<file path="src/rtl/config_stream_loader_pkg.sv">
// rtl/config_stream_loader_pkg.sv - shared header layout, target codes and FSM encoding for the config loader
package config_loader_pkg;

  localparam int HDR_TGT_MSB  = 31;
  localparam int HDR_TGT_LSB  = 28;
  localparam int HDR_NURN_MSB = 27;
  localparam int HDR_NURN_LSB = 20;
  localparam int HDR_AXON_MSB = 19;
  localparam int HDR_AXON_LSB = 12;
  localparam int HDR_CNT_MSB  = 11;
  localparam int HDR_CNT_LSB  = 0;
  localparam int TGT_W        = HDR_TGT_MSB - HDR_TGT_LSB + 1;

  localparam logic [TGT_W-1:0] TGT_CONFIG_A      = 4'd0;
  localparam logic [TGT_W-1:0] TGT_CONFIG_B      = 4'd1;
  localparam logic [TGT_W-1:0] TGT_AER           = 4'd2;
  localparam logic [TGT_W-1:0] TGT_AXON_MODE1    = 4'd3;
  localparam logic [TGT_W-1:0] TGT_AXON_MODE2    = 4'd4;
  localparam logic [TGT_W-1:0] TGT_AXON_MODE3    = 4'd5;
  localparam logic [TGT_W-1:0] TGT_AXON_MODE4    = 4'd6;
  localparam logic [TGT_W-1:0] TGT_LRN_WGHT      = 4'd7;
  localparam logic [TGT_W-1:0] TGT_NUM_NURN_AXON = 4'd8;

  typedef enum logic [1:0] {
    ST_IDLE  = 2'd0,
    ST_DATA  = 2'd1,
    ST_DRAIN = 2'd2,
    ST_DONE  = 2'd3
  } state_t;

endpackage

</file>
<file path="src/rtl/config_stream_loader_addr_gen.sv">
// rtl/config_stream_loader_addr_gen.sv - write address counter: loads header base, advances per write
module config_addr_gen #(
  parameter int NURN_CNT_BIT_WIDTH = 8,
  parameter int AXON_CNT_BIT_WIDTH = 8
) (
  input  logic                                           clk_i,
  input  logic                                           rst_n_i,
  input  logic                                           load_i,
  input  logic                                           lrn_mode_i,
  input  logic [NURN_CNT_BIT_WIDTH-1:0]                  base_nurn_i,
  input  logic [AXON_CNT_BIT_WIDTH-1:0]                  base_axon_i,
  input  logic                                           incr_i,
  output logic [NURN_CNT_BIT_WIDTH+AXON_CNT_BIT_WIDTH-1:0] addr_o
);

  logic [NURN_CNT_BIT_WIDTH-1:0] r_nurn;
  logic [AXON_CNT_BIT_WIDTH-1:0] r_axon;
  logic                          r_lrn;

  // Learning weights walk {neuron,axon} as one counter; other targets only step the neuron.
  always_ff @(posedge clk_i or negedge rst_n_i) begin
    if (!rst_n_i) begin
      r_nurn <= '0;
      r_axon <= '0;
      r_lrn  <= 1'b0;
    end else if (load_i) begin
      r_nurn <= base_nurn_i;
      r_axon <= base_axon_i;
      r_lrn  <= lrn_mode_i;
    end else if (incr_i) begin
      if (r_lrn) begin
        {r_nurn, r_axon} <= {r_nurn, r_axon} + 1'b1;
      end else begin
        r_nurn <= r_nurn + 1'b1;
      end
    end
  end

  assign addr_o = {r_nurn, r_axon};

endmodule

</file>
<file path="src/rtl/config_stream_loader.sv">
// rtl/config_stream_loader.sv - header-driven stream to config-memory write master
module config_stream_loader
  import config_loader_pkg::*;
#(
  parameter int DSIZE                   = 16,
  parameter int NURN_CNT_BIT_WIDTH      = 8,
  parameter int AXON_CNT_BIT_WIDTH      = 8,
  parameter int CONFIG_PARAMETER_NUMBER = 9,
  parameter int CNT_BIT_WIDTH           = 12
) (
  input  logic                                             clk_i,
  input  logic                                             rst_n_i,
  input  logic [DSIZE*2-1:0]                               in_data_i,
  input  logic                                             in_valid_i,
  output logic                                             in_ready_o,
  input  logic                                             cfg_hold_i,
  output logic [DSIZE*2-1:0]                               cfg_data_o,
  output logic [NURN_CNT_BIT_WIDTH+AXON_CNT_BIT_WIDTH-1:0] cfg_addr_o,
  output logic [CONFIG_PARAMETER_NUMBER-1:0]               cfg_we_o,
  output logic                                             cfg_ce_o,
  output logic                                             busy_o,
  output logic                                             done_o,
  output logic                                             err_o
);

  localparam int AW = NURN_CNT_BIT_WIDTH + AXON_CNT_BIT_WIDTH;

  state_t                               r_state;
  logic                                 r_rdy_en;
  logic [TGT_W-1:0]                     r_tgt;
  logic [CNT_BIT_WIDTH-1:0]             r_remain;
  logic [DSIZE*2-1:0]                   r_data;
  logic [AW-1:0]                        r_addr;
  logic [CONFIG_PARAMETER_NUMBER-1:0]   r_we;
  logic                                 r_done;
  logic                                 r_err;

  logic                                 w_ready;
  logic                                 w_accept;
  logic                                 w_load;
  logic                                 w_incr;
  logic                                 w_tgt_ok;
  logic                                 w_last;
  logic [TGT_W-1:0]                     w_hdr_tgt;
  logic [CNT_BIT_WIDTH-1:0]             w_hdr_cnt;
  logic [AW-1:0]                        w_addr;

  assign w_hdr_tgt = in_data_i[HDR_TGT_MSB:HDR_TGT_LSB];
  assign w_hdr_cnt = in_data_i[HDR_CNT_MSB:HDR_CNT_LSB];
  assign w_tgt_ok  = {1'b0, w_hdr_tgt} < (TGT_W+1)'(CONFIG_PARAMETER_NUMBER);
  assign w_accept  = in_valid_i & w_ready;
  assign w_load    = (r_state == ST_IDLE) & w_accept;
  assign w_incr    = (r_state == ST_DATA) & w_accept;
  assign w_last    = (r_remain == CNT_BIT_WIDTH'(1));

  // r_rdy_en keeps ready low through reset and the first edge after it.
  always_comb begin
    w_ready = 1'b0;
    case (r_state)
      ST_IDLE:  w_ready = r_rdy_en & ~cfg_hold_i;
      ST_DATA:  w_ready = ~cfg_hold_i;
      ST_DRAIN: w_ready = 1'b1;
      default:  w_ready = 1'b0;
    endcase
  end

  config_addr_gen #(
    .NURN_CNT_BIT_WIDTH (NURN_CNT_BIT_WIDTH),
    .AXON_CNT_BIT_WIDTH (AXON_CNT_BIT_WIDTH)
  ) u_addr_gen (
    .clk_i       (clk_i),
    .rst_n_i     (rst_n_i),
    .load_i      (w_load),
    .lrn_mode_i  (w_hdr_tgt == TGT_LRN_WGHT),
    .base_nurn_i (in_data_i[HDR_NURN_MSB:HDR_NURN_LSB]),
    .base_axon_i (in_data_i[HDR_AXON_MSB:HDR_AXON_LSB]),
    .incr_i      (w_incr),
    .addr_o      (w_addr)
  );

  always_ff @(posedge clk_i or negedge rst_n_i) begin
    if (!rst_n_i) begin
      r_state  <= ST_IDLE;
      r_rdy_en <= 1'b0;
      r_tgt    <= '0;
      r_remain <= '0;
      r_data   <= '0;
      r_addr   <= '0;
      r_we     <= '0;
      r_done   <= 1'b0;
      r_err    <= 1'b0;
    end else begin
      r_rdy_en <= 1'b1;
      r_we     <= '0;
      r_done   <= 1'b0;
      r_err    <= 1'b0;
      case (r_state)
        ST_IDLE: begin
          if (w_accept) begin
            r_tgt    <= w_hdr_tgt;
            r_remain <= w_hdr_cnt;
            r_err    <= ~w_tgt_ok;
            if (w_hdr_cnt == '0) begin
              r_state <= ST_DONE;
            end else begin
              r_state <= w_tgt_ok ? ST_DATA : ST_DRAIN;
            end
          end
        end
        ST_DATA: begin
          if (w_accept) begin
            r_data   <= in_data_i;
            r_addr   <= w_addr;
            r_we     <= CONFIG_PARAMETER_NUMBER'(1) << r_tgt;
            r_remain <= r_remain - 1'b1;
            if (w_last) r_state <= ST_DONE;
          end
        end
        ST_DRAIN: begin
          if (w_accept) begin
            r_remain <= r_remain - 1'b1;
            if (w_last) r_state <= ST_DONE;
          end
        end
        default: begin
          r_done  <= 1'b1;
          r_state <= ST_IDLE;
        end
      endcase
    end
  end

  assign in_ready_o = w_ready;
  assign cfg_data_o = r_data;
  assign cfg_addr_o = r_addr;
  assign cfg_we_o   = r_we;
  assign cfg_ce_o   = |r_we;
  assign busy_o     = (r_state != ST_IDLE);
  assign done_o     = r_done;
  assign err_o      = r_err;

endmodule

</file>
<file path="config.mk">
export PLATFORM = sky130hd
export DESIGN_NAME = config_stream_loader
export DESIGN_NICKNAME = d
export VERILOG_FILES = /design/src/rtl/config_stream_loader_pkg.sv /design/src/rtl/config_stream_loader_addr_gen.sv /design/src/rtl/config_stream_loader.sv
export SDC_FILE = /design/constraint.sdc
export NUM_CORES = 1
export LEC_CHECK = 0
export BUFFER_PORTS_ARGS = -buffer_cell sky130_fd_sc_hd__buf_2
export CAP_MARGIN = 20
export CORE_MARGIN = 1
export CORE_UTILIZATION = 55
export CTS_CLUSTER_SIZE = 28
export DETAILED_ROUTE_END_ITERATION = 8
export PLACE_DENSITY = 0.84
export SLEW_MARGIN = 20
export SYNTH_ARGS = -nofsm -noshare
export SYNTH_HDL_FRONTEND = slang
export SYNTH_HIERARCHICAL = 1
export SYNTH_SLANG_ARGS = --single-unit
</file>
<file path="constraint.sdc">
create_clock -name clk_i -period 8.1 [get_ports clk_i]
set_clock_uncertainty 0.15 [all_clocks]
set_input_delay 0.81 -clock clk_i [delete_from_list [all_inputs] [get_ports clk_i]]
set_output_delay 0.81 -clock clk_i [all_outputs]
set_load 0.05 [all_outputs]
</file>
## After elaboration in Yosys (flattened, before gate mapping)

Index checks and enable logic that the tools add are counted.

- Word-level logic and storage cells: 65
- Memories: 0
- Bits in registers: 95
- Output and inout bits: 62
- Bits in latches: 0
- RAM bits: 0
- Memory bits (read-only): 0
- Input port bits: 36

- $mul: 0
- Shifts and indexed selects: 1
- Add/subtract/negate cells: 3
- Reductions and logical operators: 14
- Order comparisons: 1
- Div/mod/pow operators: 0
- Muxes and demuxes: 21
- Equal/unequal tests: 7
- Bitwise logic cells: 6

Operators with widths:

| operator | number |
|---|---|
| two-way mux 8 bit | 6 |
| two-way mux 12 bit | 2 |
| one-hot mux 12 bit (2 select lines) | 1 |
| two-way mux 9 bit | 2 |
| adder 16 x 1 -> 16 bit (second input constant) | 1 |
| == test 12 x 1 -> 1 bit (second input constant) | 1 |
| zero test 12 bit | 1 |
| subtractor 12 x 1 -> 12 bit (second input constant) | 1 |
| two-way mux 2 bit | 5 |
| OR reduction 9 bit | 1 |
| << shifter 1 x 4 -> 9 bit (first input constant) | 1 |
| adder 8 x 1 -> 8 bit (second input constant) | 1 |
| nonzero test 2 bit | 4 |
| AND reduction 2 bit | 3 |
| AND reduction 3 bit | 2 |
| bitwise AND 1 bit | 4 |
| == test 4 x 3 -> 1 bit (second input constant) | 1 |
| < comparator 4 bit (second input constant) | 1 |
| != test 2 x 1 -> 1 bit (second input constant) | 2 |
| one-hot mux 2 bit (2 select lines) | 1 |
| two-way mux 1 bit | 3 |
| one-hot mux 1 bit (3 select lines) | 1 |
| OR reduction 3 bit | 1 |
| == test 2 x 1 -> 1 bit (second input constant) | 1 |
| other kinds (5) | 6 |

## Logic depth before layout (Yosys ltp)

Gate-level depths: netlist (run 1).

- Word-level depth: 7
- Mapped depth: 12
- Mapped depth without buffers: 10

## By module

The synthesis (run 1) kept the hierarchy.

By module, submodules not included:

| module | seq. area each (um2) | area each (um2) | instances | cells an instance |
|---|---|---|---|---|
| config_stream_loader | 1,951.9 | 3,527.1 | 1 | 395 |
| config_addr_gen | 425.4 | 1,003.5 | 1 | 113 |

## Worst setup path before layout (run 1)

OpenSTA, ideal clock, no wires.

- Path kind: in2reg
- Start point: in cfg_hold_i
- End point: reg u_addr_gen.r_nurn[7]
- Arrival: 2,601 ps
- Data required time: 7,868 ps
- Cell stages on the path: 9
- Slack: 5,268 ps
- Path buffers: 1
- Setup time: 82 ps
- Path through: nor2b_1 -> nor3_1 -> nand2_1 -> inv_2 -> clkbuf_1 -> nand4_1 -> or2_2 -> or4_1 -> a31oi_1

- Word-level cells in the longest chain between the ends: 6
- Elaborated cells on any way between the ends: 8
- Classes of those cells: mux (2); bitwise (5); reduce/logical (1)

Ends and longest elaborated chain:

| what | RTL line | RTL |
|---|---|---|
| from (decl) | config_stream_loader.sv:16 | `input logic cfg_hold_i,` |
| inverter 1 bit * | config_stream_loader.sv:60, config_stream_loader.sv:61 |  |
| bitwise AND 1 bit | config_stream_loader.sv:60 | `ST_IDLE: w_ready = r_rdy_en & ~cfg_hold_i;` |
| one-hot mux 1 bit (3 select lines) * | config_stream_loader.sv:59 | `case (r_state)` |
| bitwise AND 1 bit * | config_stream_loader.sv:51 | `assign w_accept = in_valid_i & w_ready;` |
| bitwise AND 1 bit * | config_stream_loader.sv:53 | `assign w_incr = (r_state == ST_DATA) & w_accept;` |
| net w_incr | config_stream_loader.sv:41 | `logic w_incr;` |
| nonzero test 2 bit (no source line) * | n/a |  |
| to (signal assigned) | config_stream_loader_addr_gen.sv:27 | `r_nurn <= base_nurn_i;` |
| to (signal assigned) | config_stream_loader_addr_gen.sv:32 | `{r_nurn, r_axon} <= {r_nurn, r_axon} + 1'b1;` |
| to (signal assigned) | config_stream_loader_addr_gen.sv:34 | `r_nurn <= r_nurn + 1'b1;` |
| to (decl) | config_stream_loader_addr_gen.sv:16 | `logic [NURN_CNT_BIT_WIDTH-1:0] r_nurn;` |

The timed path passes the listed nets; every way through them passes the cells marked *.
A chain may end at the register's enable or synchronous reset.

## Worst setup path in the final report (run 1)

- Start point: reg r_state[0]
- End point: reg u_addr_gen.r_nurn[0]

- Word-level cells in the longest chain between the ends: 5
- Elaborated cells on any way between the ends: 9
- Classes of those cells: eq/ne (2); mux (2); bitwise (3); reduce/logical (2)

Ends and longest elaborated chain:

| what | RTL line | RTL |
|---|---|---|
| from (decl) | config_stream_loader.sv:28 | `state_t r_state;` |
| from (signal assigned) | config_stream_loader.sv:106 | `r_state <= w_tgt_ok ? ST_DATA : ST_DRAIN;` |
| == test 2 bit (tied with other cells) | config_stream_loader.sv:59 |  |
| one-hot mux 1 bit (3 select lines) | config_stream_loader.sv:59 |  |
| bitwise AND 1 bit | config_stream_loader.sv:51 |  |
| bitwise AND 1 bit * | config_stream_loader.sv:52 | `assign w_load = (r_state == ST_IDLE) & w_accept;` |
| net w_load | config_stream_loader.sv:40 | `logic w_load;` |
| two-way mux 8 bit or nonzero test 2 bit (tied branches) | n/a |  |

Marked as above.

==> impl_summary.log, run 1 <==
[metrics] portion of total power attributed to combinational logic: 50.8%
[metrics] routability-driven placement congestion ratio: 0.855
[metrics] Starting Density: 57.7%
[metrics] minimum setup slack in the final design: 4.35 ns
[metrics] first drt pass iteration count: 5
[metrics] total via count in the routed design: 3910
[metrics] number of standard-cell rows in the floorplan: 32
[metrics] worst supply voltage drop on vdd: 0.291 mV
[metrics] pin count of the biggest net entering global routing: 62
[metrics] startpoint class of the critical path: register
[metrics] Buffers on Ports: 97
[metrics] shortest clock period the worst path allows after layout: 3.75 ns
[metrics] CTS tree: done
[metrics] number of violations reported at the end of detailed-routing iteration 0: 269
[metrics] max-slew violation count: 0
[metrics] filler cell count in the final layout: 645
[metrics] Synth async-reset ratio: 100%
[metrics] clock insertion delay at the later pin of the skew report: 0.36 ns
[metrics] post-synthesis sequential area ratio: 52.5%
[metrics] clock share of power: 14.7%
[metrics] RSZ-0062 raised after global routing: false
[metrics] number of antenna violations at the first check in global routing: 0
[metrics] count of flip-flops with a built-in enable after synthesis: 0
[metrics] total power density per cell area: 452 nW/um^2
[metrics] gr usage total: 25.2%
[metrics] final setup violation count: 0
[metrics] start point of the critical path: r_state[0]
[metrics] Tot Pwr: 2.39 mW
[metrics] share of the clock period used by the worst path after layout: 46.2%
[metrics] critical path endpoint category: register
[metrics] Crit path required time: 8.19 ns
[metrics] number of cells traversed by the worst register-to-register path: 10
[metrics] max frequency: 267 MHz
[metrics] Detailed Route WL: 10300 um
[metrics] worst slew margin relative to its limit: 36.4%
[metrics] total net switching power: 1.21 mW
[metrics] Total Negative Setup Slacks: 0 ns
[metrics] most common library cell in the layout ignoring fill and taps: sky130_fd_sc_hd__nand2_1
[metrics] Setup CP Type: reg2reg
[metrics] Synthesized Nets: 552
[metrics] switching portion of total power: 50.6%
[metrics] worst reg2reg path startpoint: r_state[0]
[metrics] Worst Path Max Fanout: 37
[metrics] number of buffers added to fix hold violations after cts: 0
[metrics] post-detailed-route via-to-cell ratio: 5.58
[metrics] die extent in y: 92.8 um
[metrics] number of I/O pins: 98
[metrics] highest-count cells in the layout ignoring fill and taps: sky130_fd_sc_hd__nand2_1 (140), sky130_fd_sc_hd__buf_2 (96), sky130_fd_sc_hd__dfrtp_1 (95), sky130_fd_sc_hd__nor2_1 (38), sky130_fd_sc_hd__inv_1 (22)
[metrics] Wirelength per Cell: 14.7 um
[metrics] number of post-CTS setup repair buffers: 0
[metrics] nets@finish: 638
[metrics] clock net sink count: 95
[metrics] pre-CTS WS: 3.90 ns
[metrics] GR Overflow Total: 0
[metrics] number of cells produced by synthesis: 508
[metrics] cell at the root of the clock tree: sky130_fd_sc_hd__clkbuf_8
[metrics] max-cap viol count: 0
[metrics] number of buffers between clock root and the deepest sink: 2
[metrics] worst setup slack for register-to-register paths: 4.35 ns
[metrics] Avg Cell Area, Syn: 8.92 sq um
[metrics] dpl hpwl: 7160 um
[metrics] Hold Crit Class: in2async
[metrics] flop and latch count out of synthesis: 95
[metrics] Fin. Hold Viols: 0
[metrics] die footprint: 8600 sq um
[metrics] final core occ: 67.4%
[metrics] sequential group share of total power: 34.5%
[metrics] dominant register cell in the synthesized netlist: sky130_fd_sc_hd__dfrtp_1
[metrics] Placed Cells incl. Taps: 685
[metrics] count of inserted antenna diode cells: 0
[metrics] warnings from Yosys: 6
[metrics] reported leakage power: 2.76 nW
[metrics] CTS H-tree lvls: 3
[metrics] via count of the first global-routing pass: 3707
[metrics] layout overhead on the synthesized area: 16.8%
[metrics] Die X: 92.8 um
[metrics] outcome: finished clean
[metrics] first-pass GRT wire length: 17000 um
[metrics] Core Area: 7850 sq um
[metrics] DRC viols: 0
[metrics] Cell variety after synth: 55
[metrics] number of gates given a new drive strength after cts: 0
[metrics] terminus of the critical flop-to-flop path: u_addr_gen/r_nurn[0]
[metrics] Post-Synthesis Cell Area: 4530 sq um
[metrics] internal power: 1.18 mW
[metrics] Least-Margin Pin Slew: 0.954 ns
[metrics] number of antenna-violating nets in the routed design: 0
[metrics] fraction of final layout cells with drive strength greater than 1: 21.5%
[metrics] non-filler instance count after layout: 701
[metrics] Inserted Clock Buffers: 9
[metrics] Arrival @ worst endpoint: 3.84 ns
[metrics] clock edge transition at the registers on the reported setup and hold paths: 0.10 ns
[metrics] CP Capture Point: u_addr_gen/r_nurn[0]
## power by group through the flow
stage               Clock (mW)  Sequential (mW)  Combinational, mW
CTS                      0.358            0.820               1.21
finish                   0.352            0.825               1.21
floorplan                    0             1.19              0.563
detailed placement           0            0.826               1.21
global placement             0            0.820               1.17
global route             0.377            0.849               1.32
## routing by layer
layer | GRT usage, % | wire (um) | vias up | part of all wire (%)
met5 | 0 | 0 | - | 0
met2 | 40.9 | 5120 | 114 | 50
met1 | 32.6 | 4530 | 1882 | 44
met4 | 11.2 | 214 | 0 | 2.1
li1 | - | - | 1895 | -
met3 | 5.09 | 470 | 19 | 4.5
## final cells by class
class	instances	area, sq um	area share [%]
well taps	102	128	2.41
flip-flops and latches	95	2380	44.9
clock inverters	7	100	1.89
multi-input cells	364	1970	37.2
clock buffers	9	124	2.34
inverters	25	93.8	1.77
repair buffers	99	503	9.50
## critical path: stages, from the launching register on
cell and delay [ns]:
sky130_fd_sc_hd__dfrtp_1 0.43, sky130_fd_sc_hd__inv_1 0.10, sky130_fd_sc_hd__ha_1 0.79, sky130_fd_sc_hd__a21oi_2 0.18, sky130_fd_sc_hd__a2111oi_4 0.39, sky130_fd_sc_hd__buf_4 0.38
sky130_fd_sc_hd__nand2_2 0.19, sky130_fd_sc_hd__inv_2 0.44, sky130_fd_sc_hd__nor2_1 0.09, sky130_fd_sc_hd__and3_1 0.19, sky130_fd_sc_hd__a221o_1 0.27
## flip-flops by register name, summed over array words and instances, names as in the netlist
register           count
u_addr_gen/r_lrn       1
u_addr_gen/r_axon      8
r_state                2
cfg_we_o               9
done_o                 1
r_tgt                  4
u_addr_gen/r_nurn      8
cfg_data_o            32
cfg_addr_o            16
err_o                  1
r_rdy_en               1
r_remain              12
## how the worst min path moves through the flow
stage	startpoint	end	slack (ns)	cells past startpoint
final	rst_n_i	cfg_addr_o[10]	0.29	1
after global routing	rst_n_i	cfg_addr_o[10]	0.33	1
after CTS	rst_n_i	cfg_addr_o[10]	0.31	1
after detailed placement	cfg_addr_o[6]	cfg_addr_o[6]	0.31	2
after global placement	u_addr_gen/r_nurn[6]	cfg_addr_o[14]	0.30	2
after floorplan	u_addr_gen/r_nurn[6]	cfg_addr_o[14]	0.29	2
## cells by family (layout without fill, tap and decap cells)
logic type | count (synthesis) | count (layout) | share of synthesized area (%)
simple gates | 256 | 256 | 25.7
flops | 95 | 95 | 52.5
compound gates | 83 | 83 | 11.8
buf+inv | 49 | 140 | 4.28
fa+ha+maj | 8 | 8 | 2.21
xor+xnor | 8 | 8 | 1.55
mux | 8 | 8 | 1.96
other cells | 1 | 1 | 0.0828
## per-stage QoR
| step | cell area [sq um] | hold slack [ns] |
|---|---|---|
| detailed placement | 5060 | 0.307 |
| global placement | 5060 | 0.302 |
| CTS | 5290 | 0.311 |
| finish | 5290 | 0.290 |
| floorplan | 4530 | 0.289 |
| global route | 5290 | 0.325 |
## synth_stat cells, drive strengths merged, types with 5 or more instances
cell type,n,area [sq um]
nand2b,5,31.3
a21oi,10,53.8
nand3,15,75.1
buf,7,36.3
o22ai,7,43.8
dfrtp,95,2380
ha,8,100
nand2,142,536
o21ai,31,155
and3,10,63.8
a31oi,16,100
clkbuf,17,63.8
nor3,13,65.1
nor4,7,50.1
xnor2,6,52.6
mux2,7,78.8
nor2,38,143
inv,25,93.8
Power figures use the tool's default switching activity.
==> inputs of run 2 (changes only) <==
Settings changed: CORE_UTILIZATION 55 to 54, PLACE_DENSITY 0.84 to 0.82.
Clock period 8.1 ns to 3.89 ns, I/O delays scaled along.
==> impl_summary.log, run 2 (synthesis results as in run 1) <==
[metrics] outcome: complete, but fails checks
[metrics] violated checks: hold timing
[metrics] CTS tree: done
[metrics] worst slew margin relative to its limit: 40.0% (+3.6 points)
[metrics] dpl hpwl: 7240 um (+1.1%)
[metrics] max-cap viol count: 0 (unchanged)
[metrics] sequential group share of total power: 35.5% (+1.0 points)
[metrics] clock net sink count: 95 (unchanged)
[metrics] start point of the critical path: r_state[0]
[metrics] clock insertion delay at the later pin of the skew report: 0.36 ns (about the same)
[metrics] met1 wire length: 4490 um (-0.88%)
[metrics] Hold Crit Class: in2async
[metrics] Least-Margin Pin Slew: 0.899 ns (-0.0547 ns)
[metrics] Buffers on Ports: 97 (unchanged)
[metrics] Met2 Wirelength: 4730 um (-7.5%)
[metrics] number of buffers between clock root and the deepest sink: 2 (unchanged)
[metrics] Detailed Route WL: 10100 um (-2.6%)
[metrics] slowest cell on the critical path: sky130_fd_sc_hd__dfrtp_1
[metrics] Die X: 93.6 um (+0.90%)
[metrics] pin count of the biggest net entering global routing: 75 (+21%)
[metrics] GR Overflow Total: 0 (unchanged)
[metrics] reported leakage power: 2.74 nW (-0.87%)
[metrics] met3 wirelength from detailed routing: 584 um (+24%)
[metrics] number of post-CTS setup repair buffers: 0 (unchanged)
[metrics] gr usage total: 24.7% (-0.48 points)
[metrics] RSZ-0062 raised after global routing: false
[metrics] worst setup slack for register-to-register paths: 1.10 ns (-3.26 ns)
[metrics] switching portion of total power: 51.6% (+1.0 points)
[metrics] total power density per cell area: 918 nW/um^2 (+100%)
[metrics] Worst Path Max Fanout: 33 (-11%)
[metrics] worst reg2reg path startpoint: r_state[0]
[metrics] worst hold margin: -0.00557 ns (-0.296 ns)
[metrics] Core Area: 8180 sq um (+4.2%)
[metrics] highest metal layer with signal wires: met4
[metrics] routability-driven placement congestion ratio: 0.899 (+5.1%)
[metrics] layout overhead on the synthesized area: 16.3%
[metrics] number of standard-cell rows in the floorplan: 33 (+3.1%)
[metrics] minimum setup slack in the final design: 1.10 ns (-3.26 ns)
[metrics] highest-count cells in the layout ignoring fill and taps: sky130_fd_sc_hd__nand2_1 (140), sky130_fd_sc_hd__buf_2 (96), sky130_fd_sc_hd__dfrtp_1 (95), sky130_fd_sc_hd__nor2_1 (38), sky130_fd_sc_hd__inv_1 (22)
[metrics] final setup violation count: 0 (unchanged)
[metrics] cell breakdown of the critical path: inv_1, ha_1, nor2b_1, nor3_1, nand2_2, inv_2, nand4_1, or2_2, or4_1, a31oi_1
[metrics] max frequency: 358 MHz (+34%)
[metrics] terminus of the critical flop-to-flop path: u_addr_gen/r_nurn[7]
[metrics] worst supply voltage drop on vdd: 0.496 mV (+70%)
[metrics] clock edge transition at the registers on the reported setup and hold paths: 0.10 ns (about the same)
[metrics] number of cells traversed by the worst register-to-register path: 10 (unchanged)
[metrics] via count of the first global-routing pass: 3649 (-1.6%)
[metrics] count of inserted antenna diode cells: 0 (unchanged)
[metrics] Crit path required time: 4.02 ns (-4.17 ns)
[metrics] pre-CTS WS: 1.12 ns (-2.78 ns)
[metrics] first-pass GRT wire length: 16800 um (-0.90%)
[metrics] shortest clock period the worst path allows after layout: 2.79 ns (-0.952 ns)
[metrics] Starting Density: 55.4% (-2.3 points)
[metrics] number of antenna violations at the first check in global routing: 0 (unchanged)
[metrics] nets@finish: 641 (+0.47%)
[metrics] Stages on worst setup path: 10 (unchanged)
[metrics] Inserted Clock Buffers: 9 (unchanged)
[metrics] flip-flop count of the largest register after layout: 32 (unchanged)
[metrics] DRC viols: 0 (unchanged)
[metrics] Worst Path Buf+Inv: 2 (-1)
[metrics] filler cell count in the final layout: 687 (+6.5%)
[metrics] startpoint class of the critical path: register
[metrics] die extent in y: 93.6 um (+0.90%)
[metrics] total net switching power: 2.50 mW (+110%)
[metrics] highest cell delay on the worst timing path: 0.42 ns (-0.37 ns)
[metrics] Fin. Hold Viols: 2 (+2)
[metrics] critical path endpoint category: register
[metrics] CTS H-tree lvls: 3 (unchanged)
[metrics] number of I/O pins: 98 (unchanged)
[metrics] fraction of final layout cells with drive strength greater than 1: 21.8% (+0.22 points)
[metrics] number of antenna-violating nets in the routed design: 0 (unchanged)
[metrics] number of buffers added to fix hold violations after cts: 0 (unchanged)
[metrics] max-slew violation count: 0 (unchanged)
[metrics] total via count in the routed design: 3883 (-0.69%)
[metrics] portion of total power attributed to combinational logic: 52.0% (+1.2 points)
[metrics] first drt pass iteration count: 5 (unchanged)
[metrics] Wirelength per Cell: 14.2 um (-3.4%)
[metrics] internal power: 2.34 mW (+98%)
[metrics] clock share of power: 12.5% (-2.2 points)
[metrics] most common library cell in the layout ignoring fill and taps: sky130_fd_sc_hd__nand2_1
[metrics] Arrival @ worst endpoint: 2.93 ns (-0.91 ns)
[metrics] CP Capture Point: u_addr_gen/r_nurn[7]
[metrics] die footprint: 8760 sq um (+1.8%)
[metrics] share of the clock period used by the worst path after layout: 71.8% (+26 points)
[metrics] critical path's top delay family: simple AND/OR/NAND/NOR gates
[metrics] number of violations reported at the end of detailed-routing iteration 0: 209 (-22%)
[metrics] number of gates given a new drive strength after cts: 0 (unchanged)
[metrics] Total Negative Setup Slacks: 0 ns (unchanged)
[metrics] cell at the root of the clock tree: sky130_fd_sc_hd__clkbuf_8
[metrics] post-detailed-route via-to-cell ratio: 5.49 (-1.5%)
[metrics] Setup CP Type: reg2reg
run 2: changes by cell type in the layout (fill, tap and decap cells not counted):
| cell | before | now |
|---|---|---|
| sky130_fd_sc_hd__clkbuf_1 | 0 | 1 |
| sky130_fd_sc_hd__nand2_4 | 1 | 0 |
| sky130_fd_sc_hd__inv_8 | 0 | 1 |
| sky130_fd_sc_hd__nand2_2 | 1 | 2 |
| sky130_fd_sc_hd__clkinv_4 | 0 | 1 |
| sky130_fd_sc_hd__inv_6 | 4 | 2 |
| sky130_fd_sc_hd__bufinv_16 | 2 | 0 |
| sky130_fd_sc_hd__clkinv_2 | 1 | 0 |
| sky130_fd_sc_hd__clkinvlp_4 | 0 | 2 |
| sky130_fd_sc_hd__buf_4 | 3 | 6 |
run 2: worst min path at each step:
stage / end / start / cells past startpoint / slack [ns]
final: cfg_data_o[2] / rst_n_i / 1 / -0.006
after global routing: r_remain[10] / rst_n_i / 1 / 0.08
after CTS: r_remain[10] / rst_n_i / 1 / 0.03
after detailed placement: cfg_addr_o[6] / cfg_addr_o[6] / 2 / 0.31
after global placement: cfg_data_o[23] / cfg_data_o[23] / 2 / 0.31
after floorplan: cfg_addr_o[0] / rst_n_i / 0 / -0.06
run 2: power groups by stage:
| stage | combinational, mW | clock [mW] | sequential, mW |
|---|---|---|---|
| floorplan | 1.17 | 0 | 2.47 |
| global placement | 2.45 | 0 | 1.71 |
| detailed placement | 2.52 | 0 | 1.72 |
| CTS | 2.53 | 0.617 | 1.71 |
| global route | 2.73 | 0.661 | 1.77 |
| finish | 2.52 | 0.604 | 1.72 |
run 2: routing by layer:
metal,GRT usage [%],vias to the layer above
met4,10.6,0
met2,38.8,141
met5,0,-
met1,34.3,1814
li1,-,1904
met3,3.50,24
run 2: final cells by class:
class	count	area [sq um]	area share (%)
Clock buffer	10	128	2.42
Sequential cell	95	2380	45.1
Inverter	25	93.8	1.78
Multi-Input combinational cell	364	1960	37.2
Tap cell	105	131	2.49
Timing Repair Buffer	102	526	9.97
Clock inverter	6	52.6	0.997
run 2: metrics by stage:
stage | power [mW] | hold WS, ns | cells | utilization (%) | instance area [sq um]
3_5_place_dp | 4.24 | 0.307 | 691 | 62.3 | 5090
2_1_floorplan | 3.64 | -0.0566 | 508 | - | 4530
6_report | 4.84 | -0.00557 | 707 | 64.5 | 5270
3_3_place_gp | 4.15 | 0.305 | 691 | 62.3 | 5090
5_1_grt | 5.16 | 0.0755 | 707 | 64.5 | 5270
4_1_cts | 4.86 | 0.0298 | 707 | 64.5 | 5270
